$ cat src/rtl/arith_pkg.sv
// Shared arithmetic types for the sequential multiplier slice.
// State encoding and counter sizing helpers.
package arith_pkg;

  typedef enum logic [1:0] {
    IDLE = 2'd0,
    RUN  = 2'd1,
    DONE = 2'd2
  } mult_state_t;

  localparam int DEF_WIDTH = 4;
  localparam int CNT_W     = $clog2(DEF_WIDTH);

  function automatic int cnt_width(input int w);
    return (w < 2) ? 1 : $clog2(w);
  endfunction

endpackage

$ cat src/rtl/nbit_ripple_adder.sv
// Combinational WIDTH-bit ripple-carry adder.
// At WIDTH=4 this is the team's 4-bit ripple adder.
module nbit_ripple_adder #(
  parameter int WIDTH = 4
) (
  input  logic [WIDTH-1:0] x,
  input  logic [WIDTH-1:0] y,
  input  logic             carry_in,
  output logic [WIDTH-1:0] sum,
  output logic             carry_out
);

  // carry ripples LSB to MSB through full-adder cells
  always_comb begin
    logic cy;
    cy  = carry_in;
    sum = '0;
    for (int i = 0; i < WIDTH; i++) begin
      sum[i] = x[i] ^ y[i] ^ cy;
      cy     = (x[i] & y[i]) | (cy & (x[i] ^ y[i]));
    end
    carry_out = cy;
  end

endmodule

$ cat src/rtl/seq_shift_add_multiplier.sv
// Unsigned WIDTH x WIDTH shift-add multiplier reusing one ripple adder.
// One partial-product step per cycle, start/done handshake.
module seq_shift_add_multiplier
  import arith_pkg::*;
#(
  parameter int WIDTH = 4
) (
  input  logic               clk,
  input  logic               rst,
  input  logic               start,
  input  logic [WIDTH-1:0]   a,
  input  logic [WIDTH-1:0]   b,
  output logic               busy,
  output logic               done,
  output logic [2*WIDTH-1:0] product
);

  localparam int CW = cnt_width(WIDTH);
  localparam logic [CW-1:0] LAST = CW'(WIDTH - 1);

  mult_state_t state_q;
  mult_state_t state_d;

  logic [WIDTH-1:0]   mcand_q;
  logic [WIDTH-1:0]   acc_q;
  logic [WIDTH-1:0]   mq_q;
  logic [CW-1:0]      cnt_q;
  logic [2*WIDTH-1:0] product_q;

  logic [WIDTH-1:0] addend;
  logic [WIDTH-1:0] sum;
  logic             carry;
  logic [WIDTH-1:0] step_acc;
  logic [WIDTH-1:0] step_mq;
  logic             last_step;

  assign addend = mq_q[0] ? mcand_q : '0;

  nbit_ripple_adder #(
    .WIDTH (WIDTH)
  ) u_adder (
    .x         (acc_q),
    .y         (addend),
    .carry_in  (1'b0),
    .sum       (sum),
    .carry_out (carry)
  );

  // carry becomes the new acc MSB; sum LSB shifts into mq
  assign step_acc  = {carry, sum[WIDTH-1:1]};
  assign step_mq   = {sum[0], mq_q[WIDTH-1:1]};
  assign last_step = (cnt_q == LAST);

  // next-state decode: IDLE -> RUN -> DONE -> IDLE
  always_comb begin
    state_d = state_q;
    unique case (state_q)
      IDLE:    if (start) state_d = RUN;
      RUN:     if (last_step) state_d = DONE;
      DONE:    state_d = IDLE;
      default: state_d = IDLE;
    endcase
  end

  // state register; reset wins over a same-cycle start
  always_ff @(posedge clk) begin
    if (rst) begin
      state_q <= IDLE;
    end else begin
      state_q <= state_d;
    end
  end

  // operand capture, shift-add step and product load
  always_ff @(posedge clk) begin
    if (rst) begin
      mcand_q   <= '0;
      acc_q     <= '0;
      mq_q      <= '0;
      cnt_q     <= '0;
      product_q <= '0;
    end else begin
      unique case (state_q)
        IDLE: begin
          if (start) begin
            mcand_q <= a;
            mq_q    <= b;
            acc_q   <= '0;
            cnt_q   <= '0;
          end
        end
        RUN: begin
          acc_q <= step_acc;
          mq_q  <= step_mq;
          cnt_q <= cnt_q + 1'b1;
          if (last_step) begin
            product_q <= {step_acc, step_mq};
          end
        end
        default: begin
        end
      endcase
    end
  end

  assign busy    = (state_q != IDLE);
  assign done    = (state_q == DONE);
  assign product = product_q;

endmodule

$ cat config.mk
export PLATFORM = sky130hd
export DESIGN_NAME = seq_shift_add_multiplier
export DESIGN_NICKNAME = d
export VERILOG_FILES = /design/src/rtl/arith_pkg.sv /design/src/rtl/nbit_ripple_adder.sv /design/src/rtl/seq_shift_add_multiplier.sv
export SDC_FILE = /design/constraint.sdc
export NUM_CORES = 1
export LEC_CHECK = 0
export ABC_AREA = 1
export BUFFER_PORTS_ARGS = -buffer_cell sky130_fd_sc_hd__buf_2
export CAP_MARGIN = 10
export CORE_ASPECT_RATIO = 1.2
export CORE_MARGIN = 8
export CORE_UTILIZATION = 55
export CTS_BUF_LIST = sky130_fd_sc_hd__clkbuf_4
export DETAILED_ROUTE_END_ITERATION = 10
export GPL_ROUTABILITY_DRIVEN = 0
export GPL_TIMING_DRIVEN = 0
export PLACE_DENSITY = 0.79
export REMOVE_ABC_BUFFERS = 1
export SLEW_MARGIN = 20
export SYNTH_ARGS = -nofsm -noshare
export SYNTH_HDL_FRONTEND = slang
export SYNTH_SLANG_ARGS = --single-unit
$ cat constraint.sdc
create_clock -name clk -period 2.3 [get_ports clk]
set_input_delay 0.115 -clock clk [delete_from_list [all_inputs] [get_ports clk]]
set_output_delay 0.115 -clock clk [all_outputs]
set_load 0.01 [all_outputs]
==> results of run 1 <==
power breakdown:
part	leakage, nW	internal, mW	switching (mW)
Clock	0.0154	0.0632	0.117
Combinational	0.459	0.0328	0.0542
Sequential	0.196	0.433	0.0155
Total	0.671	0.529	0.187
cells in the mapped netlist, drive strengths merged:
cell type | number | area (µm²)
a21oi | 5 | 43.8
buf | 4 | 36.3
dfxtp | 24 | 480
fa | 3 | 60.1
ha | 2 | 25.0
inv | 16 | 62.6
nand2 | 50 | 208
nand3 | 12 | 60.1
nor2 | 23 | 119
o21a | 1 | 7.51
o21ai | 6 | 41.3
how the worst min path moves through the flow:
stage	end	slack (ps)	depth (start not counted)
detailed placement	mcand_q[3]$_SDFFE_PP0P_	380	3
global route	mcand_q[0]$_SDFFE_PP0P_	60	3
CTS	mcand_q[0]$_SDFFE_PP0P_	50	3
finish	mcand_q[0]$_SDFFE_PP0P_	50	3
floorplan	acc_q[0]$_SDFFE_PP0P_	180	1
global placement	mcand_q[1]$_SDFFE_PP0P_	360	3
area by class of cell:
| type | instances | area [µm²] |
|---|---|---|
| fillers | 200 | 746 |
| multi-input cells | 102 | 564 |
| flip-flops and latches | 24 | 480 |
| repair buffers | 20 | 100 |
| inverters | 16 | 62.6 |
| well taps | 20 | 25.0 |
| clock buffers | 3 | 22.5 |
| clock inverters | 1 | 3.75 |
through the flow:
stage	util [%]	instances	worst slack [ps]	hold WS (ps)	power, mW
after floorplan	-	142	225	177	0.516
after global placement	61.5	182	133	362	0.541
after detailed placement	61.5	182	115	376	0.546
after CTS	62.8	186	87.0	49.6	0.724
after global routing	62.8	186	6.47	58.4	0.750
final	62.8	186	96.5	52.5	0.716
cells by family after synthesis:
group | Yosys count
flops | 24
fa+ha+maj | 5
simple gates | 85
compound gates | 12
buf+inv | 20
worst reg2reg max path, cell delays in order (launching register included):
cell	delay (ps)
sky130_fd_sc_hd__dfxtp_1	370
sky130_fd_sc_hd__nand2_1	70
sky130_fd_sc_hd__inv_1	40
sky130_fd_sc_hd__ha_1	180
sky130_fd_sc_hd__fa_1	380
sky130_fd_sc_hd__fa_1	360
sky130_fd_sc_hd__inv_1	70
sky130_fd_sc_hd__fa_1	400
sky130_fd_sc_hd__inv_1	80
sky130_fd_sc_hd__nand2_1	70
sky130_fd_sc_hd__a21oi_2	130
flip-flops by register name, summed over array words and instances, names as in the netlist:
signal,flops
product,8
acc_q,4
mcand_q,4
mq_q,4
cnt_q,2
state_q,2
cell usage in the layout, fill, tap and decap left out, types with 3 or more instances in the layout:
| master | synthesis | routed |
|---|---|---|
| sky130_fd_sc_hd__buf_2 | 2 | 20 |
| sky130_fd_sc_hd__fa_1 | 3 | 3 |
| sky130_fd_sc_hd__nand3_1 | 12 | 12 |
| sky130_fd_sc_hd__inv_1 | 13 | 13 |
| sky130_fd_sc_hd__clkbuf_4 | 0 | 3 |
| sky130_fd_sc_hd__nand2_2 | 5 | 5 |
| sky130_fd_sc_hd__nand2_1 | 44 | 44 |
| sky130_fd_sc_hd__nor2_1 | 21 | 21 |
| sky130_fd_sc_hd__a21oi_2 | 5 | 5 |
| sky130_fd_sc_hd__o21ai_0 | 5 | 5 |
| sky130_fd_sc_hd__dfxtp_1 | 24 | 24 |
routing by layer:
| metal | part of all wire, % | routed length [µm] | track usage [%] | vias to the layer above |
|---|---|---|---|---|
| met5 | 0 | 0 | 0 | - |
| met4 | 0.74 | 15 | 6.58 | 0 |
| met3 | 3.8 | 78 | 2.72 | 2 |
| met2 | 51 | 1040 | 20.7 | 13 |
| met1 | 45 | 909 | 13.5 | 391 |
| li1 | - | - | - | 487 |
==> out/summary.txt, run 1 <==
STA
----------------------------------------------------------------------------------------
Clock tree skew after final layout                                               4.11 ps
Worst slew margin relative to its limit                                            69.9%
Portion of the clock cycle consumed by the worst path in the final layout          95.8%
Number of setup violations in the final report                                         0
Endpoints failing hold                                                                 0
Unrepaired setup endpoints after global routing                                    false
Actual transition at the worst max-transition pin                                 450 ps
Time the final worst path needs with I/O delays and setup                        2200 ps
Setup TNS Final                                                                     0 ps
Final count of pins violating max slew                                                 0
Max Clk Rate                                                                     454 MHz

DRT
----------------------------------------------------------------------------------------
DRC violations left                                                                    0
Wire length per cell                                                             11.0 µm
Number of detailed-routing iterations run before antenna repair                        4
Vias post-DR                                                                         893
Post-route antenna net violation count                                                 0
Number of vias per cell after detailed routing                                      4.80
Aggregate routed wire length                                                     2040 µm
Iter 0 DRT Violations                                                                 10

GLOBAL ROUTING
----------------------------------------------------------------------------------------
Maximum number of pins on one net before global-route repair                          19
Wire length of the first global-routing pass                                     3660 µm
Number of antenna violations at the first check in global routing                      0
Via count of the first global-routing pass                                           907
Global routing usage summed across all routing layers                              12.1%
Grt total ovfl                                                                         0

DIE
----------------------------------------------------------------------------------------
Die span in y                                                                    66.0 µm
Row Count                                                                             18
Starting density of the core                                                       57.1%
Floorplan core area                                                             2000 µm²
Overall die width                                                                57.6 µm
Count of boundary I/O pins                                                            21
Die Footprint                                                                   3800 µm²

CLOCK TREE
----------------------------------------------------------------------------------------
Clock Path Buffers                                                                     2
CTS H-tree depth                                                                       1
Cts hold-fix bufs                                                                      0
Clock Latency Late Sink                                                           300 ps
Number of buffers inserted by post-CTS setup repair                                    0
Root cell of the clock tree                                                 sky130_fd_sc_hd__clkbuf_4
PostCTS Resize Cnt                                                                     0
CTS tree                                                                           built
Clock transition at the registers of the reported paths                           120 ps
Clock sinks                                                                           24
TritonCTS buffer count                                                                 3

SYNTH
----------------------------------------------------------------------------------------
Simple-gate area share of the yosys netlist                                        33.8%
Compound-cell area share of the yosys netlist                                      8.10%
Synthesis warning total                                                                0
Synth Area in XOR/XNOR                                                                0%
Sequential share of the synthesized area                                           42.0%
Post-Synth Adder-Cell Area                                                         7.44%
Mapped Cells                                                                         146
Synthesis-stage register bit count                                                    24
Number of distinct library cells after synthesis                                      19
Netlist area before placement                                                   1140 µm²
Largest family of logic cells by synthesized area                           simple AND/OR/NAND/NOR gates
Mux contribution to synthesized area                                                  0%
Mean post-synth cell area                                                       7.83 µm²

FINISH
----------------------------------------------------------------------------------------
Antenna diode count                                                                    0
Final-stage net count                                                                183
Finished layout cell area                                                       1260 µm²
Syn-to-layout area delta                                                           10.1%
Layout cell share with drive strength beyond 1                                     24.1%

WORST SETUP PATH
----------------------------------------------------------------------------------------
Critical path capture point                                                 acc_q[2]$_SDFFE_PP0P_
Combined buffer and inverter count along the critical path                             3
Logic depth of the worst setup path including buffers                                 10
Type of the setup path with the least slack                                 flip-flop to flip-flop
Kind of cell with the highest combined delay on the critical path            adder cells
Beginning of the critical path                                              mq_q[0]$_SDFFE_PP0P_
Depth of the most critical reg-to-reg path                                            10
RR Startpoint                                                               mq_q[0]$_SDFFE_PP0P_
Worst R2R End                                                               acc_q[2]$_SDFFE_PP0P_
Cells traversed along the worst timing path                                 nand2_1, inv_1, ha_1, fa_1, fa_1, inv_1, fa_1, inv_1, nand2_1, a21oi_2
Maximum net fanout on the critical path                                                5
Setup slack of the most critical reg-to-reg path                                  100 ps
CP startpoint kind                                                             flip-flop
Worst Path Arrival                                                               2450 ps
Worst-path cell with the longest stage delay                                sky130_fd_sc_hd__fa_1
Nature of the critical path endpoint                                           flip-flop
Slowest Stage Delay on Critical Path                                              400 ps
Req. time, crit path                                                             2550 ps

POWER AND IR DROP
----------------------------------------------------------------------------------------
Static power due to leakage                                                     0.671 nW
Worst ir drop on vdd                                                          0.000459 V
Power density of the placed cells                                             569 nW/µm²

MIN PATH
----------------------------------------------------------------------------------------
Type of the tightest min-delay check                                        primary input to flip-flop
Critical hold path startpoint                                                       a[0]

PLACED DESIGN
----------------------------------------------------------------------------------------
Buffers on Ports                                                                      20
Total placed instance area                                                      1230 µm²
Half-perimeter wire length of the detailed placement result                      1580 µm

OUTCOME
----------------------------------------------------------------------------------------
Status                                                                         completed

FLOW RUN
----------------------------------------------------------------------------------------
Max_cap viols                                                                          0

No activity file was read; power rests on OpenSTA's default activity.
==> run 2: changes to the inputs <==
Settings changed: CORE_UTILIZATION 55 to 50, PLACE_DENSITY 0.79 to 0.73, SYNTH_HIERARCHICAL from default to 1.
==> run 2 against run 1 <==
  * Synthesized area is 3.3% higher
  * Non-clock buffer count up 1
  * Hold slack got worse by 12 ps
  * Critical path depth is 2 higher
  * Global-route usage down 0.82 points
==> out/summary.txt, run 2 <==
OUTCOME
----------------------------------------------------------------------------------------
Status                                                                         completed

WORST SETUP PATH
----------------------------------------------------------------------------------------
Req. time, crit path                                                             2560 ps   about the same
Nature of the critical path endpoint                                           flip-flop
Type of the setup path with the least slack                                 flip-flop to flip-flop
Worst-path cell with the longest stage delay                                sky130_fd_sc_hd__fa_1
Slowest Stage Delay on Critical Path                                              420 ps   +20 ps
Maximum net fanout on the critical path                                                2   -3
CP startpoint kind                                                             flip-flop
Worst Path Arrival                                                               2430 ps   -20 ps
Cells traversed along the worst timing path                                 nand2_1, inv_1, fa_2, inv_2, fa_2, inv_1, fa_2, inv_2, fa_1, inv_2, nand2_2, a21oi_2

SYNTH
----------------------------------------------------------------------------------------
Sequential share of the synthesized area                                           40.7%   -1.3 points
Number of synthesized flops with an enable pin                                         0   unchanged
Primary FF master, synth                                                    sky130_fd_sc_hd__dfxtp_1
Area contributors post-synth                                                sky130_fd_sc_hd__dfxtp_1, sky130_fd_sc_hd__nand2_1, sky130_fd_sc_hd__fa_1
Largest family of logic cells by synthesized area                           simple AND/OR/NAND/NOR gates
Compound-cell area share of the yosys netlist                                      7.84%   -0.26 points
Synthesis-stage register bit count                                                    24   unchanged
Post-synthesis cell type with the largest combined area                     sky130_fd_sc_hd__dfxtp_1
Netlist area before placement                                                   1180 µm²   +3.3%
List of most frequent post-synthesis cells                                  sky130_fd_sc_hd__nand2_1, sky130_fd_sc_hd__dfxtp_1, sky130_fd_sc_hd__nor2_1
Mapped Cells                                                                         154   +5.5%
Simple-gate area share of the yosys netlist                                        32.7%   -1.1 points
Mean post-synth cell area                                                       7.67 µm²   -2.1%
Synth async-reset ratio                                                               0%   unchanged
Number of distinct library cells after synthesis                                      20   +1
Most common cell in the synthesized netlist                                 sky130_fd_sc_hd__nand2_1
Synth Area in XOR/XNOR                                                                0%   unchanged
Synthesis warning total                                                                6   +6
Share of Yosys cell area claimed by the top area cell type                         40.7%   -1.3 points
Post-Synth Adder-Cell Area                                                         7.84%   +0.40 points
Mux contribution to synthesized area                                                  0%   unchanged

DRT
----------------------------------------------------------------------------------------
Number of vias per cell after detailed routing                                      4.60   -4.2%
Vias post-DR                                                                         943   +5.6%
Wire length per cell                                                             10.4 µm   -5.5%
Aggregate routed wire length                                                     2120 µm   +4.1%
Iter 0 DRT Violations                                                                 20   +10
Number of detailed-routing iterations run before antenna repair                        4   unchanged
Post-route antenna net violation count                                                 0   unchanged
DRC violations left                                                                    0   unchanged

GLOBAL ROUTING
----------------------------------------------------------------------------------------
Maximum number of pins on one net before global-route repair                          19   unchanged
Via count of the first global-routing pass                                           945   +4.2%
Grt met3 use                                                                       2.78%   +0.059 points
Global routing usage summed across all routing layers                              11.2%   -0.82 points
Most Crowded Layer GR                                                               met2
Number of antenna violations at the first check in global routing                      0   unchanged
Grt total ovfl                                                                         0   unchanged
Wire length of the first global-routing pass                                     3730 µm   +1.7%
Global routing usage on met2                                                       18.0%   -2.8 points
Routing usage on met1                                                              12.6%   -0.91 points

POWER AND IR DROP
----------------------------------------------------------------------------------------
Static power due to leakage                                                     0.695 nW   +3.6%
Power consumption                                                                 725 µW   +1.2%
Worst ir drop on vdd                                                          0.000330 V   -28%
Power density of the placed cells                                             547 nW/µm²   -3.8%

CLOCK TREE
----------------------------------------------------------------------------------------
Clock sinks                                                                           24   unchanged
Cts hold-fix bufs                                                                      0   unchanged
Clock Path Buffers                                                                     2   unchanged
TritonCTS buffer count                                                                 3   unchanged
CTS H-tree depth                                                                       1   unchanged
Clock transition at the registers of the reported paths                           120 ps   about the same
CTS tree                                                                           built
Root cell of the clock tree                                                 sky130_fd_sc_hd__clkbuf_4
Clock Latency Late Sink                                                           310 ps   about the same

FINISH
----------------------------------------------------------------------------------------
Total of fill cells in the finished design                                           217   +8.5%
Highest-count cells in the layout ignoring fill and taps                    sky130_fd_sc_hd__nand2_1, sky130_fd_sc_hd__dfxtp_1, sky130_fd_sc_hd__nor2_1
Syn-to-layout area delta                                                           12.2%
Final-stage net count                                                                192   +4.9%
Area taken by multi-input logic gates                                            586 µm²   +3.8%
Flip-flop count of the largest register, all copies and words added                    8   unchanged
Layout cell share with drive strength beyond 1                                     28.2%   +4.1 points
Most frequent standard cell in the layout excluding fill and tap cells      sky130_fd_sc_hd__nand2_1
Antenna diode count                                                                    0   unchanged
Finished layout cell area                                                       1330 µm²   +5.3%
FF/Latch Area                                                                    482 µm²   +0.26%
Final core utilization                                                             58.7%   -4.1 points

DIE
----------------------------------------------------------------------------------------
Die Footprint                                                                   4180 µm²   +10%
Count of boundary I/O pins                                                            21   unchanged
Row Count                                                                             19   +1
Overall die width                                                                60.4 µm   +4.8%
Die span in y                                                                    69.2 µm   +5.0%
Floorplan core area                                                             2260 µm²   +13%
Starting density of the core                                                       52.3%   -4.8 points

FLOW RUN
----------------------------------------------------------------------------------------
Max_cap viols                                                                          0   unchanged

PLACED DESIGN
----------------------------------------------------------------------------------------
Total placed instance area                                                      1280 µm²   +4.2%
Half-perimeter wire length of the detailed placement result                      1620 µm   +2.8%
Buffers on Ports                                                                      20   unchanged

STA
----------------------------------------------------------------------------------------
Unrepaired setup endpoints after global routing                                    false
Endpoints failing hold                                                                 0   unchanged
Hold slack final                                                                 40.1 ps   -12.4 ps
Max Clk Rate                                                                     460 MHz   +1.5%
Final count of pins violating max slew                                                 0   unchanged
Portion of the clock cycle consumed by the worst path in the final layout          94.4%   -1.4 points
Clock tree skew after final layout                                               5.80 ps   +1.69 ps
Time the final worst path needs with I/O delays and setup                        2170 ps   -31.5 ps
Number of setup violations in the final report                                         0   unchanged
Setup TNS Final                                                                     0 ps   unchanged

MIN PATH
----------------------------------------------------------------------------------------
Type of the tightest min-delay check                                        primary input to flip-flop

==> run 2: changes by cell type after synthesis <==
cell,change
sky130_fd_sc_hd__inv_1,+7
sky130_fd_sc_hd__fa_1,+1
sky130_fd_sc_hd__ha_1,-1
sky130_fd_sc_hd__conb_1,+1
==> run 2: logic make-up after synthesis <==
| family | Yosys count |
|---|---|
| flip-flops | 24 |
| AO/OA/AOI/OAI | 12 |
| AND/OR/NAND/NOR | 85 |
| adder cells (fa/ha/maj) | 5 |
| buffers and inverters | 27 |
| other | 1 |
==> run 2: power breakdown <==
part | internal, mW | total, mW | switching (mW) | leakage, nW
sequential | 0.433 | 0.448 | 0.0141 | 0.196
combinational | 0.0374 | 0.0968 | 0.0594 | 0.485
clock | 0.0613 | 0.180 | 0.119 | 0.0138
==> run 2: per-layer routing <==
layer | vias to the layer above | part of all wire (%)
li1 | 504 | -
met1 | 405 | 43
met2 | 29 | 47
met3 | 5 | 6.8
met4 | 0 | 3.0
met5 | - | 0
==> run 2: what timing repair did <==
| action | 4_1_cts | 5_1_grt |
|---|---|---|
| buffers inserted | 1 | 0 |
| setup endpoints to repair | 1 | 2 |
| pin swaps | 0 | 2 |
| endpoints found under the hold margin | 0 | 0 |
| gates resized for setup | 2 | 6 |
==> run 2: cell type report <==
| type | count | area share, % |
|---|---|---|
| Inverter | 23 | 6.70 |
| Multi-Input combinational cell | 103 | 44.2 |
| Clock buffer | 3 | 1.70 |
| Sequential cell | 24 | 36.4 |
| Tap cell | 31 | 2.93 |
| Timing Repair Buffer | 21 | 8.12 |
==> run 2: final timing paths <==
path	startpoint	endpoint	slack [ps]	depth (start not counted)
min	a[1]	mcand_q[1]$_SDFFE_PP0P_	40	3
max reg2reg	mq_q[0]$_SDFFE_PP0P_	acc_q[2]$_SDFFE_PP0P_	130	12
min reg2reg	product[3]$_SDFFE_PP0P_	product[3]$_SDFFE_PP0P_	480	2
max	mq_q[0]$_SDFFE_PP0P_	acc_q[2]$_SDFFE_PP0P_	130	12
==> run 2: worst max-delay path: cells and delay by family, from the launching register on <==
| family | cells | cell delay, ps |
|---|---|---|
| AOI/OAI and AO/OA | 1 | 120 |
| buffers and inverters | 5 | 290 |
| and+or+nand+nor | 2 | 100 |
| adders and majority gates | 4 | 1250 |
| DFF | 1 | 340 |
==> run 2: per-stage QoR <==
| stage | setup WS [ps] | std cells |
|---|---|---|
| floorplan | 107 | 150 |
| global placement | -16.0 | 201 |
| detailed placement | -61.1 | 201 |
| CTS | 2.75 | 205 |
| global route | 26.5 | 205 |
| finish | 128 | 205 |
==> run 3: changes to the inputs <==
Settings changed: REMOVE_ABC_BUFFERS 1 to default.
==> run 3 against run 2 <==
  * Global-route usage is essentially flat
  * Via count grew 3.2%
  * Design area grew 2.3%
  * Critical path type unchanged
  * Highest routed layer unchanged
==> out/summary.txt, run 3 (synthesized netlist as in run 2, its figures left out) <==
CLOCK TREE
----------------------------------------------------------------------------------------
Clock Path Buffers                                                                     2   unchanged
Cts hold-fix bufs                                                                      0   unchanged
CTS H-tree depth                                                                       1   unchanged
TritonCTS buffer count                                                                 3   unchanged
CTS tree                                                                           built
Clock transition at the registers of the reported paths                           130 ps   about the same
Clock sinks                                                                           24   unchanged
Root cell of the clock tree                                                 sky130_fd_sc_hd__clkbuf_4
Clock Latency Late Sink                                                           310 ps   about the same

WORST SETUP PATH
----------------------------------------------------------------------------------------
Depth of the most critical reg-to-reg path                                            12   unchanged
Cells traversed along the worst timing path                                 nand2_1, inv_1, fa_2, inv_2, fa_1, inv_1, fa_2, inv_1, fa_1, inv_1, nand2_1, a21oi_2
CP startpoint kind                                                             flip-flop
Worst-path cell with the longest stage delay                                sky130_fd_sc_hd__fa_1
Most repeated library cell on the critical path                             sky130_fd_sc_hd__inv_1
RR Startpoint                                                               mq_q[0]$_SDFFE_PP0P_
Req. time, crit path                                                             2560 ps   about the same
Maximum net fanout on the critical path                                                2   unchanged
Beginning of the critical path                                              mq_q[0]$_SDFFE_PP0P_
Nature of the critical path endpoint                                           flip-flop
Type of the setup path with the least slack                                 flip-flop to flip-flop
Setup slack of the most critical reg-to-reg path                                  130 ps   about the same
Slowest Stage Delay on Critical Path                                              400 ps   -20 ps
Worst R2R End                                                               acc_q[2]$_SDFFE_PP0P_
Worst Path Arrival                                                               2430 ps   about the same

DRT
----------------------------------------------------------------------------------------
Vias post-DR                                                                         973   +3.2%
Post-route antenna net violation count                                                 0   unchanged
Wire length per cell                                                             10.2 µm   -1.5%
Number of vias per cell after detailed routing                                      4.66   +1.2%
Number of detailed-routing iterations run before antenna repair                        4   unchanged
DRC violations left                                                                    0   unchanged
Iter 0 DRT Violations                                                                 27   +35%
Aggregate routed wire length                                                     2130 µm   +0.42%

FLOW RUN
----------------------------------------------------------------------------------------
Max_cap viols                                                                          0   unchanged

FINISH
----------------------------------------------------------------------------------------
Layout cell share with drive strength beyond 1                                     27.0%   -1.2 points
Most frequent standard cell in the layout excluding fill and tap cells      sky130_fd_sc_hd__nand2_1
Highest-count cells in the layout ignoring fill and taps                    sky130_fd_sc_hd__nand2_1, sky130_fd_sc_hd__dfxtp_1, sky130_fd_sc_hd__nor2_1, sky130_fd_sc_hd__buf_2, sky130_fd_sc_hd__inv_1
Flip-flop count of the largest register, all copies and words added                    8   unchanged
Syn-to-layout area delta                                                           14.7%
Antenna diode count                                                                    0   unchanged
Finished layout cell area                                                       1360 µm²   +2.3%
Final-stage net count                                                                195   +1.6%
Final core utilization                                                             60.0%   +1.3 points
Total of fill cells in the finished design                                           224   +3.2%

STA
----------------------------------------------------------------------------------------
Time the final worst path needs with I/O delays and setup                        2170 ps   +0.230 ps
Unrepaired setup endpoints after global routing                                    false
Max Clk Rate                                                                     460 MHz   about the same
Number of setup violations in the final report                                         0   unchanged
Endpoints failing hold                                                                 0   unchanged
Hold slack final                                                                 45.9 ps   +5.76 ps
Setup TNS Final                                                                     0 ps   unchanged
Portion of the clock cycle consumed by the worst path in the final layout          94.4%   about the same
Final count of pins violating max slew                                                 0   unchanged
Clock tree skew after final layout                                               4.12 ps   -1.68 ps

POWER AND IR DROP
----------------------------------------------------------------------------------------
Worst ir drop on vdd                                                          0.000334 V   +1.1%
Power density of the placed cells                                             546 nW/µm²   -0.12%
Static power due to leakage                                                     0.714 nW   +2.7%

MIN PATH
----------------------------------------------------------------------------------------
End of the worst hold path                                                  mcand_q[3]$_SDFFE_PP0P_
Type of the tightest min-delay check                                        primary input to flip-flop
Number of stages on the worst hold path                                                3   unchanged
Critical hold path startpoint                                                       a[3]

GLOBAL ROUTING
----------------------------------------------------------------------------------------
Number of antenna violations at the first check in global routing                      0   unchanged
Grt total ovfl                                                                         0   unchanged
Global routing usage summed across all routing layers                              11.3%   +0.028 points
Via count of the first global-routing pass                                           932   -1.4%
Maximum number of pins on one net before global-route repair                          14   -5
Wire length of the first global-routing pass                                     3830 µm   +2.8%

PLACED DESIGN
----------------------------------------------------------------------------------------
Buffers on Ports                                                                      19   -5.0%
Half-perimeter wire length of the detailed placement result                      1670 µm   +2.5%
Total placed instance area                                                      1320 µm²   +2.4%

SYNTH
----------------------------------------------------------------------------------------
Post-synthesis net count                                                             170

OUTCOME
----------------------------------------------------------------------------------------
Status                                                                         completed

DIE
----------------------------------------------------------------------------------------
Count of boundary I/O pins                                                            21   unchanged
Row Count                                                                             19   unchanged
Die span in y                                                                    69.2 µm   unchanged
Overall die width                                                                60.4 µm   unchanged
Starting density of the core                                                       52.3%   unchanged
Die Footprint                                                                   4180 µm²   unchanged
Floorplan core area                                                             2260 µm²   unchanged

run 3: changes by cell type in the layout (fill, tap and decap cells not counted), sizes merged:
| cell | change |
|---|---|
| buf | +3 |
| clkinv | +1 |
run 3: how the worst max path moves through the flow:
| stage | to | slack (ps) | depth (start not counted) |
|---|---|---|---|
| 2_1_floorplan | acc_q[2]$_SDFFE_PP0P_ | 110 | 12 |
| 3_3_place_gp | acc_q[2]$_SDFFE_PP0P_ | 0.3 | 12 |
| 3_5_place_dp | acc_q[2]$_SDFFE_PP0P_ | -20 | 12 |
| 4_1_cts | acc_q[2]$_SDFFE_PP0P_ | 0.7 | 12 |
| 5_1_grt | acc_q[2]$_SDFFE_PP0P_ | 20 | 12 |
| 6_report | acc_q[2]$_SDFFE_PP0P_ | 130 | 12 |
run 3: worst max-delay path, delay by kind of cell (launching register included):
kind / cells / cell delay (ps)
flops: 1 / 340
fa+ha+maj: 4 / 1250
simple gates: 2 / 120
compound gates: 1 / 110
buf+inv: 5 / 320
run 3: through the flow:
step	cells	power, mW	setup WS, ps
after global routing	209	0.789	19.7
after CTS	209	0.750	0.732
after floorplan	154	0.533	106
final	209	0.740	128
after detailed placement	204	0.560	-19.3
after global placement	204	0.557	0.292
run 3: report_power, final:
group	total, mW	internal [mW]	switching [mW]
registers	0.444	0.434	0.0107
logic	0.110	0.0442	0.0656
clock network	0.186	0.0634	0.123
run 3: timing repair:
item	CTS	global route
gates resized for setup	1	3
buffers inserted	1	0
endpoints found under the setup margin	1	2
pin swaps	0	1
run 3: cell type report:
class                           count  area [µm²]  area share [%]
Tap cell                           31        38.8            2.86
Clock inverter                      1        3.75           0.277
Multi-Input combinational cell    103         581            42.8
Sequential cell                    24         482            35.5
Timing Repair Buffer               20         103            7.57
Buffer                              4        36.3            2.68
Inverter                           23        88.8            6.56
Clock buffer                        3        22.5            1.66
run 3: per-layer routing:
layer | vias to the layer above | track usage, % | share of wire [%] | wire length, µm
met5 | - | 0 | 0 | 0
met1 | 434 | 13.6 | 44 | 943
met4 | 0 | 4.79 | 1.4 | 30
met3 | 4 | 2.41 | 6.9 | 147
li1 | 510 | - | - | -
met2 | 25 | 18.2 | 47 | 1010
